### src/rtl/pipe_pkg.sv
// rtl/pipe_pkg.sv - shared field positions, constants and IF/ID state struct
package pipe_pkg;

  localparam int RD_LSB = 0;
  localparam int RN_LSB = 5;
  localparam int RM_LSB = 16;
  localparam int REG_W  = 5;

  localparam logic [REG_W-1:0] REG_ZR    = 5'd31;
  localparam logic [31:0]      NOP_INSTR = 32'h0;

  // Widest PC the stage supports; ADDR_W must not exceed this.
  localparam int PC_W = 64;

  typedef struct packed {
    logic [PC_W-1:0] pc;
    logic [31:0]     instruction;
    logic            valid;
  } ifid_t;

endpackage

### src/rtl/load_use_detect.sv
// rtl/load_use_detect.sv - combinational load-use hazard comparison
module load_use_detect
  import pipe_pkg::*;
(
  input  logic             id_valid_i,
  input  logic             id_uses_rn_i,
  input  logic             id_uses_b_i,
  input  logic             id_reg2loc_i,
  input  logic [REG_W-1:0] id_rn_i,
  input  logic [REG_W-1:0] id_rm_i,
  input  logic [REG_W-1:0] id_rd_i,
  input  logic             ex_read_enable_i,
  input  logic             ex_reg_write_i,
  input  logic [REG_W-1:0] ex_rd_i,
  output logic             hazard_o
);

  logic [REG_W-1:0] src_b;
  logic             ex_is_load_dest;
  logic             rn_match;
  logic             b_match;

  // A load in EX only matters when it writes a real register (XZR is never a dependency).
  always_comb begin
    src_b           = id_reg2loc_i ? id_rm_i : id_rd_i;
    ex_is_load_dest = ex_read_enable_i & ex_reg_write_i & (ex_rd_i != REG_ZR);
    rn_match        = id_uses_rn_i & (id_rn_i == ex_rd_i);
    b_match         = id_uses_b_i & (src_b == ex_rd_i);
    hazard_o        = id_valid_i & ex_is_load_dest & (rn_match | b_match);
  end

endmodule

### src/rtl/parameterized_register.sv
// rtl/parameterized_register.sv - enabled register with synchronous active-high clear
module parameterized_register #(
  parameter int WIDTH = 8
) (
  input  logic             clk,
  input  logic             reset,
  input  logic             en,
  input  logic [WIDTH-1:0] d,
  output logic [WIDTH-1:0] q
);

  // Clear on reset, otherwise capture d when enabled.
  always_ff @(posedge clk) begin
    if (reset) begin
      q <= '0;
    end else if (en) begin
      q <= d;
    end
  end

endmodule

### src/rtl/ifid_hazard_stage.sv
// rtl/ifid_hazard_stage.sv - IF/ID register with load-use stall, branch flush and perf counters
module ifid_hazard_stage
  import pipe_pkg::*;
#(
  parameter int ADDR_W  = 64,
  parameter int INSTR_W = 32,
  parameter int CNT_W   = 32
) (
  input  logic               clk,
  input  logic               reset,
  input  logic [ADDR_W-1:0]  IF_PC,
  input  logic [INSTR_W-1:0] IF_instruction,
  input  logic               IF_valid,
  input  logic               ID_BrTaken,
  input  logic               ID_Reg2Loc,
  input  logic               ID_usesRn,
  input  logic               ID_usesB,
  input  logic               EX_read_enable,
  input  logic               EX_RegWrite,
  input  logic [4:0]         EX_Rd,
  output logic [ADDR_W-1:0]  ID_PC,
  output logic [INSTR_W-1:0] ID_instruction,
  output logic               ID_valid,
  output logic [4:0]         IFID_Rn,
  output logic [4:0]         IFID_Rm,
  output logic [4:0]         IFID_Rd,
  output logic               PC_write_en,
  output logic               BrTaken_gated,
  output logic               ID_bubble,
  output logic [CNT_W-1:0]   stall_cycles,
  output logic [CNT_W-1:0]   flush_count
);

  ifid_t            ifid_d;
  ifid_t            ifid_q;
  logic             stall;
  logic [CNT_W-1:0] stall_cnt_d;
  logic [CNT_W-1:0] stall_cnt_q;
  logic [CNT_W-1:0] flush_cnt_d;
  logic [CNT_W-1:0] flush_cnt_q;

  assign ID_PC          = ifid_q.pc[ADDR_W-1:0];
  assign ID_instruction = ifid_q.instruction;
  assign ID_valid       = ifid_q.valid;
  assign IFID_Rn        = ifid_q.instruction[RN_LSB +: REG_W];
  assign IFID_Rm        = ifid_q.instruction[RM_LSB +: REG_W];
  assign IFID_Rd        = ifid_q.instruction[RD_LSB +: REG_W];

  load_use_detect u_detect (
    .id_valid_i       (ifid_q.valid),
    .id_uses_rn_i     (ID_usesRn),
    .id_uses_b_i      (ID_usesB),
    .id_reg2loc_i     (ID_Reg2Loc),
    .id_rn_i          (IFID_Rn),
    .id_rm_i          (IFID_Rm),
    .id_rd_i          (IFID_Rd),
    .ex_read_enable_i (EX_read_enable),
    .ex_reg_write_i   (EX_RegWrite),
    .ex_rd_i          (EX_Rd),
    .hazard_o         (stall)
  );

  // Stall freezes fetch and suppresses redirects; a bubble goes downstream on stall or empty ID.
  always_comb begin
    PC_write_en   = ~stall;
    BrTaken_gated = ID_BrTaken & ~stall & ifid_q.valid;
    ID_bubble     = stall | ~ifid_q.valid;
  end

  // Next IF/ID contents: a taken branch squashes the fetched word, a fetch bubble loads a NOP.
  always_comb begin
    ifid_d.pc = PC_W'(IF_PC);
    if (BrTaken_gated) begin
      ifid_d.instruction = NOP_INSTR;
      ifid_d.valid       = 1'b0;
    end else begin
      ifid_d.instruction = IF_valid ? IF_instruction : NOP_INSTR;
      ifid_d.valid       = IF_valid;
    end
  end

  parameterized_register #(
    .WIDTH ($bits(ifid_t))
  ) u_ifid_reg (
    .clk   (clk),
    .reset (reset),
    .en    (~stall),
    .d     (ifid_d),
    .q     (ifid_q)
  );

  // Saturating event counters: stop at all-ones instead of wrapping.
  always_comb begin
    stall_cnt_d = stall_cnt_q;
    flush_cnt_d = flush_cnt_q;
    if (stall && (stall_cnt_q != '1)) begin
      stall_cnt_d = stall_cnt_q + CNT_W'(1);
    end
    if (BrTaken_gated && (flush_cnt_q != '1)) begin
      flush_cnt_d = flush_cnt_q + CNT_W'(1);
    end
  end

  // Counter state with synchronous clear.
  always_ff @(posedge clk) begin
    if (reset) begin
      stall_cnt_q <= '0;
      flush_cnt_q <= '0;
    end else begin
      stall_cnt_q <= stall_cnt_d;
      flush_cnt_q <= flush_cnt_d;
    end
  end

  assign stall_cycles = stall_cnt_q;
  assign flush_count  = flush_cnt_q;

endmodule
### config.mk
export PLATFORM = sky130hd
export DESIGN_NAME = ifid_hazard_stage
export DESIGN_NICKNAME = d
export VERILOG_FILES = /design/src/rtl/pipe_pkg.sv /design/src/rtl/load_use_detect.sv /design/src/rtl/parameterized_register.sv /design/src/rtl/ifid_hazard_stage.sv
export SDC_FILE = /design/constraint.sdc
export NUM_CORES = 1
export LEC_CHECK = 0
export BUFFER_PORTS_ARGS = -buffer_cell sky130_fd_sc_hd__buf_2
export CAP_MARGIN = 20
export CORE_UTILIZATION = 45
export CTS_BUF_LIST = sky130_fd_sc_hd__clkbuf_4 sky130_fd_sc_hd__clkbuf_8
export DETAILED_ROUTE_END_ITERATION = 10
export GPL_TIMING_DRIVEN = 0
export MAX_ROUTING_LAYER = met4
export PLACE_DENSITY = 0.81
export SLEW_MARGIN = 10
export SYNTH_ARGS = -nofsm -noshare
export SYNTH_HDL_FRONTEND = slang
export SYNTH_HIERARCHICAL = 1
export SYNTH_SLANG_ARGS = --single-unit
### constraint.sdc
create_clock -name clk -period 8.5 [get_ports clk]
set_input_delay 1.7 -clock clk [delete_from_list [all_inputs] [get_ports clk]]
set_output_delay 1.7 -clock clk [all_outputs]
set_load 0.02 [all_outputs]
==> run summary, run 1 <==
The floorplan step set the die width to 131 um. The number of nets handed over by synthesis was 915. Routing usage on met3: 0.0631. The worst slew margin relative to its limit was 0.363; the die area was 17200 sq um. The library cell used most frequently in the layout, excluding fill and tap cells, is buf_2. Entering global routing, the biggest net connects 17 pins. The worst hold path passes through 2 cells. Number of hold buffers added after cts: 0.

The flow ran to the end, and the final reports show no timing, DRC or antenna violations. In the final layout, flip-flops and latches occupy 3220 sq um. For the cell count after placement, the log shows 1305. The multi-input combinational cells in the finished layout cover a total of 3780 sq um. The share of async-settable or async-resettable flops after synthesis came out at 0. The synthesized design contains 0 enable-type register cells. Fill cells in the final layout number 1418.

Row generation in the floorplan step produced 46 rows. The via count of the first global-routing pass is 6518. In this run the worst hold path is classified as register to register. The final critical-path required period works out to 5.15 ns. The top cell type by total area after synthesis was dfxtp_1. Pin placement for this block handled 289 I/O pins. Final hold analysis gives a worst-case slack of 0.495 ns. 0 antenna diodes ended up in the layout. Number of pins with negative max-slew slack in the final report: 0.

In this run the post-CTS setup repair buffer count came out at 0. Across the VDD grid, the largest voltage drop is 0.0000952 V. In this run, the number of DRC markers left after iteration 0 of detailed routing was 412. By area the synthesized netlist is led by dfxtp_1, mux2i_1, nor2_1. Counting every sink on the clock net gives 161. The growth of design area from synthesis to finish was 28.1%; the first-pass GRT wire length was 32900 um. Across all layers, the routed design uses 7195 vias. Final count of hold timing violations: 0. The logs give 0 for the number of max-cap violations and 0.46 ns for the latest clock arrival within the worst-skew pair.

The tools report the startpoint type of the worst setup path as a primary input. The port buffer count was 286; the count of synthesis-stage warnings from yosys was 6. The number of synthesized register bits is 161, and the total power divided by cell area is 159 nW/um^2. Setup repair after global routing left no endpoint under its margin. Summed over all cells, the static leakage comes to 4.99 nW. The leading register cell type out of synthesis was dfxtp_1.

For the data arrival time at the worst-slack endpoint, the log shows 3.45 ns. The average instance in the mapped netlist occupies 9.32 sq um. For the global-route met1 utilization, the log shows 0.311.

For the sum of overflow across all layers after global routing, the log shows 0. For the pin with the worst max-slew slack, the measured transition is 0.947 ns. The core occupancy in the finished layout was 0.597; the worst-path maximum fanout was 8. Area of the core region: 16100 sq um. The H-tree was split into 4 levels. The antenna violation net count after detailed routing is 0, and the number of DRC violations after detailed routing is 0. Buffers inserted during clock tree synthesis total 17. The final setup violation count was 0; the share of layout cells above drive strength 1 was 0.357.

The logs give 6.80 ns for the required time reported for the critical path endpoint and 0.941 for the final estimated routing congestion in global placement. In the layout the commonest cells are buf_2, dfxtp_1, nor2_1. The vertical die dimension was 131 um. The logs give 2 for the maximum clock insertion buffer count and 0.430 for the sequential share of the synthesized area. The share of the synthesized area in the top cell type is 0.430, and the total negative setup slack is 0 ns. The maximum achievable frequency came out at 0.194 GHz. The worst register-to-register path has a depth of 9. The element type at the critical path end is a primary output. Post-CTS resize count: 0. The number of search-and-repair iterations in the first detailed-routing pass came out at 6. For this run, the post-layout net count is 1220. The total routing resource utilization after global routing came out at 0.257.

The share of the cycle needed by the critical path after routing came out at 0.606. The number of instances in the synthesized netlist is 803, and the clock skew is 0.0201 ns. In this run the cell area of the synthesized design comes to 7490 sq um.

The initial antenna violation count is 0. The worst setup path category was primary input to primary output. The number of distinct library cells after synthesis is 56. The run gives 0.420 as the fraction of met2 tracks used by global routing. After detailed routing, the number of vias per cell comes to 5.39. The detailed-route wire length was 22100 um. The HPWL after detailed placement is 16800 um. The layer flagged by global routing as most heavily used is met2.

Root buffer cell: clkbuf_8. The initial core utilization was 0.466. The clock transition at the registers of the reported paths came out at 0.08 ns.

TritonCTS built the clock tree. After the flow finishes, the layout carries non-filler instances totaling 1336. Routed wirelength normalized by instance count: 16.5 um.
stage by stage:
stage          setup slack [ns]  power (mW)  instance area, sq um
3_5_place_dp               3.33       0.965                  9190
2_1_floorplan              3.79       0.895                  7490
5_1_grt                    3.16        1.59                  9590
4_1_cts                    3.32        1.54                  9590
6_report                   3.35        1.53                  9590
3_3_place_gp               3.31       0.962                  9190
cell families (layout without fill, tap and decap cells):
family          Yosys count  count (layout)  synth area share
simple gates            332             332             0.239
flops                   161             161             0.430
buf+inv                  75             392            0.0648
xor+xnor                 24              24            0.0281
fa+ha+maj                 2               2           0.00334
mux                     112             112             0.153
compound gates           97              97            0.0817
layout make-up:
type,instances,area share
multi-input cells,567,0.394
clock buffers,21,0.0288
well taps,216,0.0282
flip-flops and latches,161,0.336
repair buffers,286,0.149
plain buffers,63,0.0459
clock inverters,10,0.0133
inverters,12,0.00470
metal layers:
layer,wire length (um),up-vias
met4,325,0
met5,0,-
met2,10900,289
li1,-,3477
met3,1470,28
met1,9350,3401
where the power goes:
| group | switching, mW | total, mW | internal, mW |
|---|---|---|---|
| Clock | 0.294 | 0.580 | 0.285 |
| Combinational | 0.0911 | 0.155 | 0.0644 |
| Sequential | 0.0155 | 0.793 | 0.777 |
final timing paths:
check | from | end | slack [ns]
hold reg to reg | u_ifid_reg/q[46] | u_ifid_reg/q[46] | 0.50
hold / removal | u_ifid_reg/q[46] | u_ifid_reg/q[46] | 0.50
setup / recovery | ID_Reg2Loc | BrTaken_gated | 3.35
setup reg to reg | u_ifid_reg/q[0] | stall_cycles[30] | 5.59
Yosys cell counts (all sizes together), types with 2 or more instances:
master   count
dfxtp      161
nor2       126
mux2i      103
a21oi       43
and3        41
buf         39
nand3       32
nand2       25
clkbuf      23
nand4       23
o21ai       21
or4         17
o31ai       16
or3         16
nor4        14
and4        12
inv         12
xnor2       12
xor2        12
mux2         9
nor2b        7
nor3         6
a21o         4
a2111oi      3
a211oi       3
and2         3
nand3b       3
a31oi        2
ha           2
nand4b       2
nor4b        2
critical path, cell delays in order:
cell and delay (ns):
buf_6 0.10, mux2i_1 0.23, xor2_1 0.17, nand4_1 0.11, o21ai_1 0.15, clkbuf_1 0.37
nand3b_1 0.31, inv_2 0.12, buf_2 0.18
registers in the layout, summed over array words and instances, names as in the netlist:
name / count
flush_count: 32
stall_cycles: 32
u_ifid_reg/q: 97
Note: power is estimated with default switching activity, not from simulation.
==> inputs of run 2 (changes only) <==
--- a/config.mk
+++ b/config.mk
@@ -12,7 +12,7 @@
 export DETAILED_ROUTE_END_ITERATION = 10
 export GPL_TIMING_DRIVEN = 0
 export MAX_ROUTING_LAYER = met4
-export PLACE_DENSITY = 0.81
+export PLACE_DENSITY = 0.83
 export SLEW_MARGIN = 10
 export SYNTH_ARGS = -nofsm -noshare
 export SYNTH_HDL_FRONTEND = slang
==> constraint.sdc (replaced) <==
create_clock -name clk -period 4.59 [get_ports clk]
set_input_delay 0.918 -clock clk [delete_from_list [all_inputs] [get_ports clk]]
set_output_delay 0.918 -clock clk [all_outputs]
set_load 0.02 [all_outputs]
==> run summary, run 2 (same netlist as run 1, synthesis figures left out) <==
Initial antenna violation count: 2 (+2). The cell family contributing the most delay on the critical path is buffers and inverters. For this run, the top clock speed supported by timing is 0.273 GHz. STA classifies the critical path endpoint as a primary output. The antenna violation net count after detailed routing is 0 (unchanged).

The run gives 1.61 ns (-3.98 ns) as the internal reg-to-reg setup slack. The library cells used most frequently in the layout, excluding fill and tap cells, are buf_2, dfxtp_1, nor2_1. The total routing resource utilization after global routing was 0.258 (+0.00124). Capture point of the critical path: BrTaken_gated. The startpoint identified for the worst register-to-register timing path is u_ifid_reg/q[0].

The post-DP HPWL is 16800 um (-0.35%). The logs give 7290 (+1.3%) for the number of vias after detailed routing and 0.0145 ns (-0.00563 ns) for the clock skew. Number of search-and-repair iterations in the first detailed-routing pass: 5 (-1). The first-pass GRT wire length is 33200 um (+0.86%).

The tools report the capturing point of the worst reg2reg path as stall_cycles[30]. The final estimated routing congestion in global placement is 0.973 (+3.4%). The latest clock arrival within the worst-skew pair was 0.45 ns (about the same).

The die area was 17200 sq um (unchanged); the via count of the first global-routing pass was 6593 (+1.2%). The final count of hold timing violations is 0 (unchanged). TritonCTS built the clock tree. The transition time at the pin with the least slew margin was 0.953 ns (+0.00525 ns). The total power divided by cell area works out to 299 nW/um^2 (+88%).

The final setup violation count was 0 (unchanged). The worst path needs 3.67 ns of the cycle, external delays included. The register with the most flip-flops in the final layout is u_ifid_reg/q.

Setup slack after layout: 0.920 ns (-2.43 ns). The delay of the slowest cell on the worst path is 0.36 ns (about the same). The number of pins with negative max-slew slack in the final report was 0 (unchanged); the number of stages on the worst setup path was 9 (unchanged). For the final instance area, the log shows 9620 sq um (+0.27%). Number of nets in the layout: 1220 (unchanged). Setup repair after global routing left no endpoint under its margin. Initial core utilization: 0.466 (unchanged). The pre-CTS worst setup slack was 0.909 ns (-2.42 ns); the port buffer count was 286 (unchanged).

The clock transition at the registers of the reported paths is 0.08 ns (about the same). The run gives 46 (unchanged) as the row count. Depth of the worst register-to-register path: 9 (unchanged). The critical path in this run is classified as primary input to primary output.

The run gives 739 uW (+84%) as the switching power. The data arrival time at the worst-slack endpoint is 2.75 ns (-0.70 ns), and the combinational power share is 0.101 (about the same). Share of total power in sequential cells: 0.510 (-0.009). The count of H-tree levels built during CTS was 4 (unchanged).

The worst setup path is launched from a primary input. The sum of overflow across all layers after global routing is 0 (unchanged), and the internal portion of total power is 2.14 mW (+89%). The routed wirelength normalized by instance count was 16.6 um (+0.67%). Detailed-route wire length: 22200 um (+0.90%). The share of layout cells above drive strength 1 is 0.358 (+0.000573). The switching part of the total is 0.257 (-0.00523). The library cell used most frequently in the layout, excluding fill and tap cells, is buf_2. Leakage power: 5.00 nW (+0.18%).

The worst-path maximum fanout came out at 8 (unchanged). Number of I/O pins: 289 (unchanged). The run gives 0.599 (+0.00164) as the core occupancy in the finished layout. The total negative setup slack is 0 ns (unchanged).

The required time reported for the critical path endpoint was 3.67 ns (-3.13 ns); the number of hold buffers added after cts was 0 (unchanged). Traced cell by cell, the critical path runs through buf_6 -> mux2i_1 -> xor2_1 -> nand4_1 -> o21ai_1 -> clkbuf_1 -> nand3b_1 -> inv_2 -> buf_2. The die extent in x came out at 131 um (unchanged).

The area of the core region was 16100 sq um (unchanged); the count of routing violations after the opening detailed-route iteration was 469 (+14%). The tools report the maximum clock insertion buffer count as 2 (unchanged). The largest net degree at the start of global routing was 17 (unchanged). The tree is rooted in a clkbuf_8. The worst slew margin relative to its limit was 0.359 (-0.00354). The detailed-route vias per instance was 5.44 (+1.1%). For this design, the slowest cell found on the critical path is clkbuf_1. For the post-placement cell area, the log shows 9190 sq um (unchanged). The vertical die dimension was 131 um (unchanged); the fraction of power consumed by the clock network was 0.389 (+0.010). The sink count of the clock tree was 161 (unchanged). The tools report the number of DRC violations after detailed routing as 0 (unchanged).

The tools report the launch point of the worst path as ID_Reg2Loc. The number of flip-flops under the largest register name is 97 (unchanged). The share of the cycle needed by the critical path after routing was 0.800; the number of max-cap violations was 0 (unchanged). The type of the tightest min-delay check was register to register.

The tools report the post-CTS setup buffer count as 0 (unchanged). For the maximum vdd drop, the log shows 0.000170 V (+78%). Compared with the post-synthesis result, the final layout area differs by 28.5%. The run gives 0 (unchanged) as the post-CTS resize count. The number of clock buffers inserted by TritonCTS came out at 17 (unchanged). The buffer and inverter count on the worst path works out to 4 (unchanged). The flow ran to the end, and the final reports show no timing, DRC or antenna violations.
==> run 2: worst min path at each step <==
stage,from,to,slack [ns],cells after the start
2_1_floorplan,flush_count[1],flush_count[1],0.57,2
3_3_place_gp,u_ifid_reg/q[87],u_ifid_reg/q[87],0.47,2
3_5_place_dp,u_ifid_reg/q[56],u_ifid_reg/q[56],0.48,2
4_1_cts,u_ifid_reg/q[91],u_ifid_reg/q[91],0.50,2
5_1_grt,u_ifid_reg/q[32],u_ifid_reg/q[32],0.52,2
6_report,u_ifid_reg/q[45],u_ifid_reg/q[45],0.50,2
==> run 2: per-layer routing <==
layer  GRT usage  vias up  wire length, um
li1            -     3479                -
met1       0.307     3468             9360
met2       0.425      309            11000
met3      0.0578       34             1420
met4      0.0994        0              467
met5           -        -                0
==> run 2: metrics by stage <==
step / hold WS (ns) / power, mW / instances
floorplan: 0.567 / 1.66 / 803
detailed placement: 0.481 / 1.79 / 1305
CTS: 0.503 / 2.90 / 1337
global route: 0.515 / 2.98 / 1339
finish: 0.500 / 2.87 / 1339
global placement: 0.469 / 1.78 / 1305
==> run 2: area by class of cell <==
cell class / count / area [sq um]
buffer: 63 / 440
inverter: 12 / 45.0
timing repair buffer: 286 / 1430
clock buffer: 21 / 270
antenna: 2 / 5.00
sequential: 161 / 3220
clock inverter: 11 / 155
tap: 216 / 270
fill: 1392 / 6440
multi-input combinational: 567 / 3780
==> run 2: worst reg2reg max path: stages (launching register included) <==
cell      delay, ns
dfxtp_1        0.47
nand3_1        0.15
a31oi_1        0.21
nand3_1        0.10
o21ai_1        0.16
clkbuf_1       0.36
nand3_1        0.34
a211o_1        0.46
or4_1          0.51
a21oi_1        0.15
==> run 2: power groups by stage <==
stage / sequential (mW) / combinational, mW / clock [mW]
2_1_floorplan: 1.55 / 0.110 / 0
3_3_place_gp: 1.50 / 0.284 / 0
3_5_place_dp: 1.50 / 0.289 / 0
4_1_cts: 1.47 / 0.290 / 1.14
5_1_grt: 1.47 / 0.313 / 1.19
6_report: 1.47 / 0.290 / 1.12
==> inputs of run 3 (changes only) <==
--- a/config.mk
+++ b/config.mk
@@ -5,6 +5,7 @@
 export SDC_FILE = /design/constraint.sdc
 export NUM_CORES = 1
 export LEC_CHECK = 0
+export ABC_AREA = 1
 export BUFFER_PORTS_ARGS = -buffer_cell sky130_fd_sc_hd__buf_2
 export CAP_MARGIN = 20
 export CORE_UTILIZATION = 45
@@ -12,7 +13,7 @@
 export DETAILED_ROUTE_END_ITERATION = 10
 export GPL_TIMING_DRIVEN = 0
 export MAX_ROUTING_LAYER = met4
-export PLACE_DENSITY = 0.83
+export PLACE_DENSITY = 0.81
 export SLEW_MARGIN = 10
 export SYNTH_ARGS = -nofsm -noshare
 export SYNTH_HDL_FRONTEND = slang
==> constraint.sdc (replaced) <==
create_clock -name clk -period 3.1 [get_ports clk]
set_input_delay 0.62 -clock clk [delete_from_list [all_inputs] [get_ports clk]]
set_output_delay 0.62 -clock clk [all_outputs]
set_load 0.02 [all_outputs]
==> run summary, run 3 <==
The port buffer count is 288 (+0.70%). Final count of hold timing violations: 0 (unchanged). By area, the combinational part of the netlist is dominated by simple AND/OR/NAND/NOR gates. Detailed-route vias per instance: 4.76 (-13%). The via count of the first global-routing pass was 8251 (+25%). The maximum clock insertion buffer count is 2 (unchanged), and the number of search-and-repair iterations in the first detailed-routing pass is 5 (unchanged). The root buffer cell was clkbuf_8. The number of distinct library cells after synthesis was 35 (-38%); the share of layout cells above drive strength 1 was 0.252 (-0.105). The share of the synthesized area in the top cell type was 0.374 (-0.0567); the worst slew margin relative to its limit was 0.681 (+0.322). The worst setup path is of the register to primary output kind. Leaving out fill and tap cells, the most frequent cell in the layout is nand2_1.

The tools report the number of hold buffers added after cts as 0 (unchanged). The tools report the area of the core region as 18800 sq um (+17%). The total power divided by cell area is 410 nW/um^2 (+37%), and the post-DP HPWL is 18900 um (+13%).

First-pass GRT wire length: 39900 um (+20%). The detailed-route wire length is 24700 um (+11%), and the net count after synthesis is 1500 (+64%). The die extent in x came out at 140 um (+7.2%). The post-CTS setup buffer count is 0 (unchanged). The tools report the sum of overflow across all layers after global routing as 0 (unchanged).

The tools report the post-placement cell area as 10400 sq um (+13%). The final estimated routing congestion in global placement was 0.940 (-3.4%). The leading register cell type out of synthesis was dfxtp_1. The logs give 17 (unchanged) for the number of clock buffers inserted by TritonCTS and 0 (unchanged) for the post-CTS resize count. dfxtp_1 takes more of the synthesized area than any other cell.

In the layout the commonest cells are nand2_1, nor2_1, buf_2. The number of flip-flops under the largest register name is 97 (unchanged), and the growth of design area from synthesis to finish is 25.3%. The number of pins with negative max-slew slack in the final report is 0 (unchanged), and the antenna violation net count after detailed routing is 0 (unchanged). The number of nets in the layout was 1807 (+48%); the share of the cycle needed by the critical path after routing was 0.921. The total negative setup slack came out at 0 ns (unchanged).

The tools report the number of max-cap violations as 0 (unchanged). By instance count, the leading cell after synthesis is nand2_1. The path class of the tightest hold or removal check is primary input to register. Initial core utilization: 0.459 (-0.00686). The initial antenna violation count was 0 (-2); the final setup violation count was 0 (unchanged). The clock transition at the registers of the reported paths was 0.10 ns (+0.02 ns); the share of async-settable or async-resettable flops after synthesis was 0 (unchanged).

The antenna diode instance count was 0 (-2). The average cell area after synthesis works out to 6.21 sq um (-33%). The post-synthesis instance area is 8620 sq um (+15%). The number of DRC violations after detailed routing is 0 (unchanged), and the post-synthesis compound-gate area fraction is 0.0401 (-0.0417). The flow ran to the end, and the final reports show no timing, DRC or antenna violations.

Ranked by total cell area, the synthesized netlist is headed by dfxtp_1, nand2_1, nor2_1. The number of instances in the synthesized netlist came out at 1388 (+73%). Derived from the worst setup path, the maximum achievable clock frequency is 0.350 GHz.

The worst-path maximum fanout was 10 (+2); the area share of fa/ha/maj cells after synthesis was 0.00290 (-0.000440). TritonCTS built the clock tree. The multiplexer fraction of the synthesized cell area was 0 (-0.153). The worst setup path is captured at a primary output. The data arrival time at the worst-slack endpoint came out at 2.23 ns (-0.52 ns).

Ranked by instance count, the synthesized netlist is headed by nand2_1, nor2_1, inv_1. The number of vias after detailed routing came out at 9240 (+27%). Simple-gate share of the synthesized area: 0.435 (+0.196). The transition time at the pin with the least slew margin works out to 0.478 ns (-0.474 ns).

For the largest net degree at the start of global routing, the log shows 17 (unchanged). For the count of routing violations after the opening detailed-route iteration, the log shows 514 (+9.6%). For the clock skew, the log shows 0.0151 ns (+0.000622 ns). The tools report the final instance area as 10800 sq um (+12%). The count of flip-flops with a built-in enable after synthesis is 0 (unchanged). Die area: 19700 sq um (+15%).

The run gives 4 (unchanged) as the count of H-tree levels built during CTS. The number of synthesized register bits came out at 161 (unchanged). The total routing resource utilization after global routing is 0.259 (+0.00115), and the fraction of synthesized cell area in xor and xnor cells is 0.00406 (-0.0240). The run gives 2.48 ns (-1.19 ns) as the required time reported for the critical path endpoint. The routed wirelength normalized by instance count works out to 12.7 um (-23%). The worst setup path is launched from a register. The final critical-path required period came out at 2.85 ns. Setup repair after global routing left no endpoint under its margin.

Row count: 50 (+8.7%). The number of I/O pins came out at 289 (unchanged). The run gives 0.46 ns (about the same) as the latest clock arrival within the worst-skew pair.

The maximum vdd drop was 0.000237 V (+40%); the leakage power was 6.11 nW (+22%). The sink count of the clock tree is 161 (unchanged). The count of synthesis-stage warnings from yosys is 6 (unchanged), and the vertical die dimension is 140 um (+7.2%).

The run gives 0.374 (-0.0567) as the sequential share of the synthesized area. Ranked by flip-flop count, first place goes to u_ifid_reg/q.
## run 3: changes by cell type after synthesis, moves of 12 or more
cell,previous run,this run
clkbuf_1,23,8
nand3_1,32,53
and3_1,39,0
or3_1,15,0
nand2_1,25,415
a21oi_1,35,56
o31ai_1,16,0
inv_1,11,187
nand3_2,0,15
buf_6,6,18
mux2i_1,103,0
nor2_1,126,343
## run 3: routing by layer
metal	part of all wire	vias up	GRT usage	routed length [um]
met5	0	-	-	0
met1	0.43	4128	0.310	10700
met2	0.49	331	0.439	12100
met4	0.010	0	0.0665	255
li1	-	4755	-	-
met3	0.067	26	0.0581	1650
## run 3: area by class of cell
| cell class | count | area, sq um |
|---|---|---|
| buffer | 66 | 505 |
| clock buffer | 20 | 263 |
| clock inverter | 12 | 181 |
| fill | 1864 | 7970 |
| inverter | 195 | 736 |
| multi-input combinational | 966 | 4160 |
| sequential | 161 | 3220 |
| tap | 234 | 293 |
| timing repair buffer | 288 | 1440 |
## run 3: critical path: stages, from the launching register on
cell and delay, ns:
dfxtp_1 0.43, inv_1 0.07, nand2_1 0.10, nand2_1 0.06, nand2_1 0.05, nand2_1 0.05, nor2_1 0.08, nand3_1 0.09
a21oi_2 0.14, buf_6 0.16, inv_4 0.09, nand3_4 0.15, clkinv_2 0.13, buf_2 0.18
## run 3: kinds of logic after synthesis
| kind of cell | count (synthesis) |
|---|---|
| AO/OA/AOI/OAI | 68 |
| flip-flops | 161 |
| AND/OR/NAND/NOR | 892 |
| buffers and inverters | 261 |
| XOR/XNOR | 4 |
| adder cells (fa/ha/maj) | 2 |
## run 3: power breakdown
group          switching, mW  total, mW  internal (mW)  leakage, nW
logic                  0.309      0.499          0.189         4.57
clock network          0.833       1.76          0.924        0.225
registers             0.0439       2.18           2.13         1.32
total                   1.19       4.43           3.25         6.11
## run 3: final timing paths
| path | from | endpoint | slack [ns] | cells after the start |
|---|---|---|---|---|
| max | u_ifid_reg/q[19] | BrTaken_gated | 0.25 | 13 |
| min | reset | flush_count[8] | 0.41 | 2 |
| max reg2reg | u_ifid_reg/q[19] | u_ifid_reg/q[16] | 0.45 | 20 |
| min reg2reg | u_ifid_reg/q[38] | u_ifid_reg/q[38] | 0.47 | 2 |
## run 3: stage by stage
stage                     utilization  setup slack [ns]  total power, mW  instances  hold WS, ns
final                           0.575             0.246             4.43       1942        0.408
after global routing            0.575            0.0245             4.63       1942        0.386
after CTS                       0.575             0.205             4.48       1942        0.379
after global placement          0.552             0.149             2.71       1910        0.452
after detailed placement        0.552            0.0950             2.72       1910        0.460
after floorplan                     -             0.809             2.52       1388        0.544
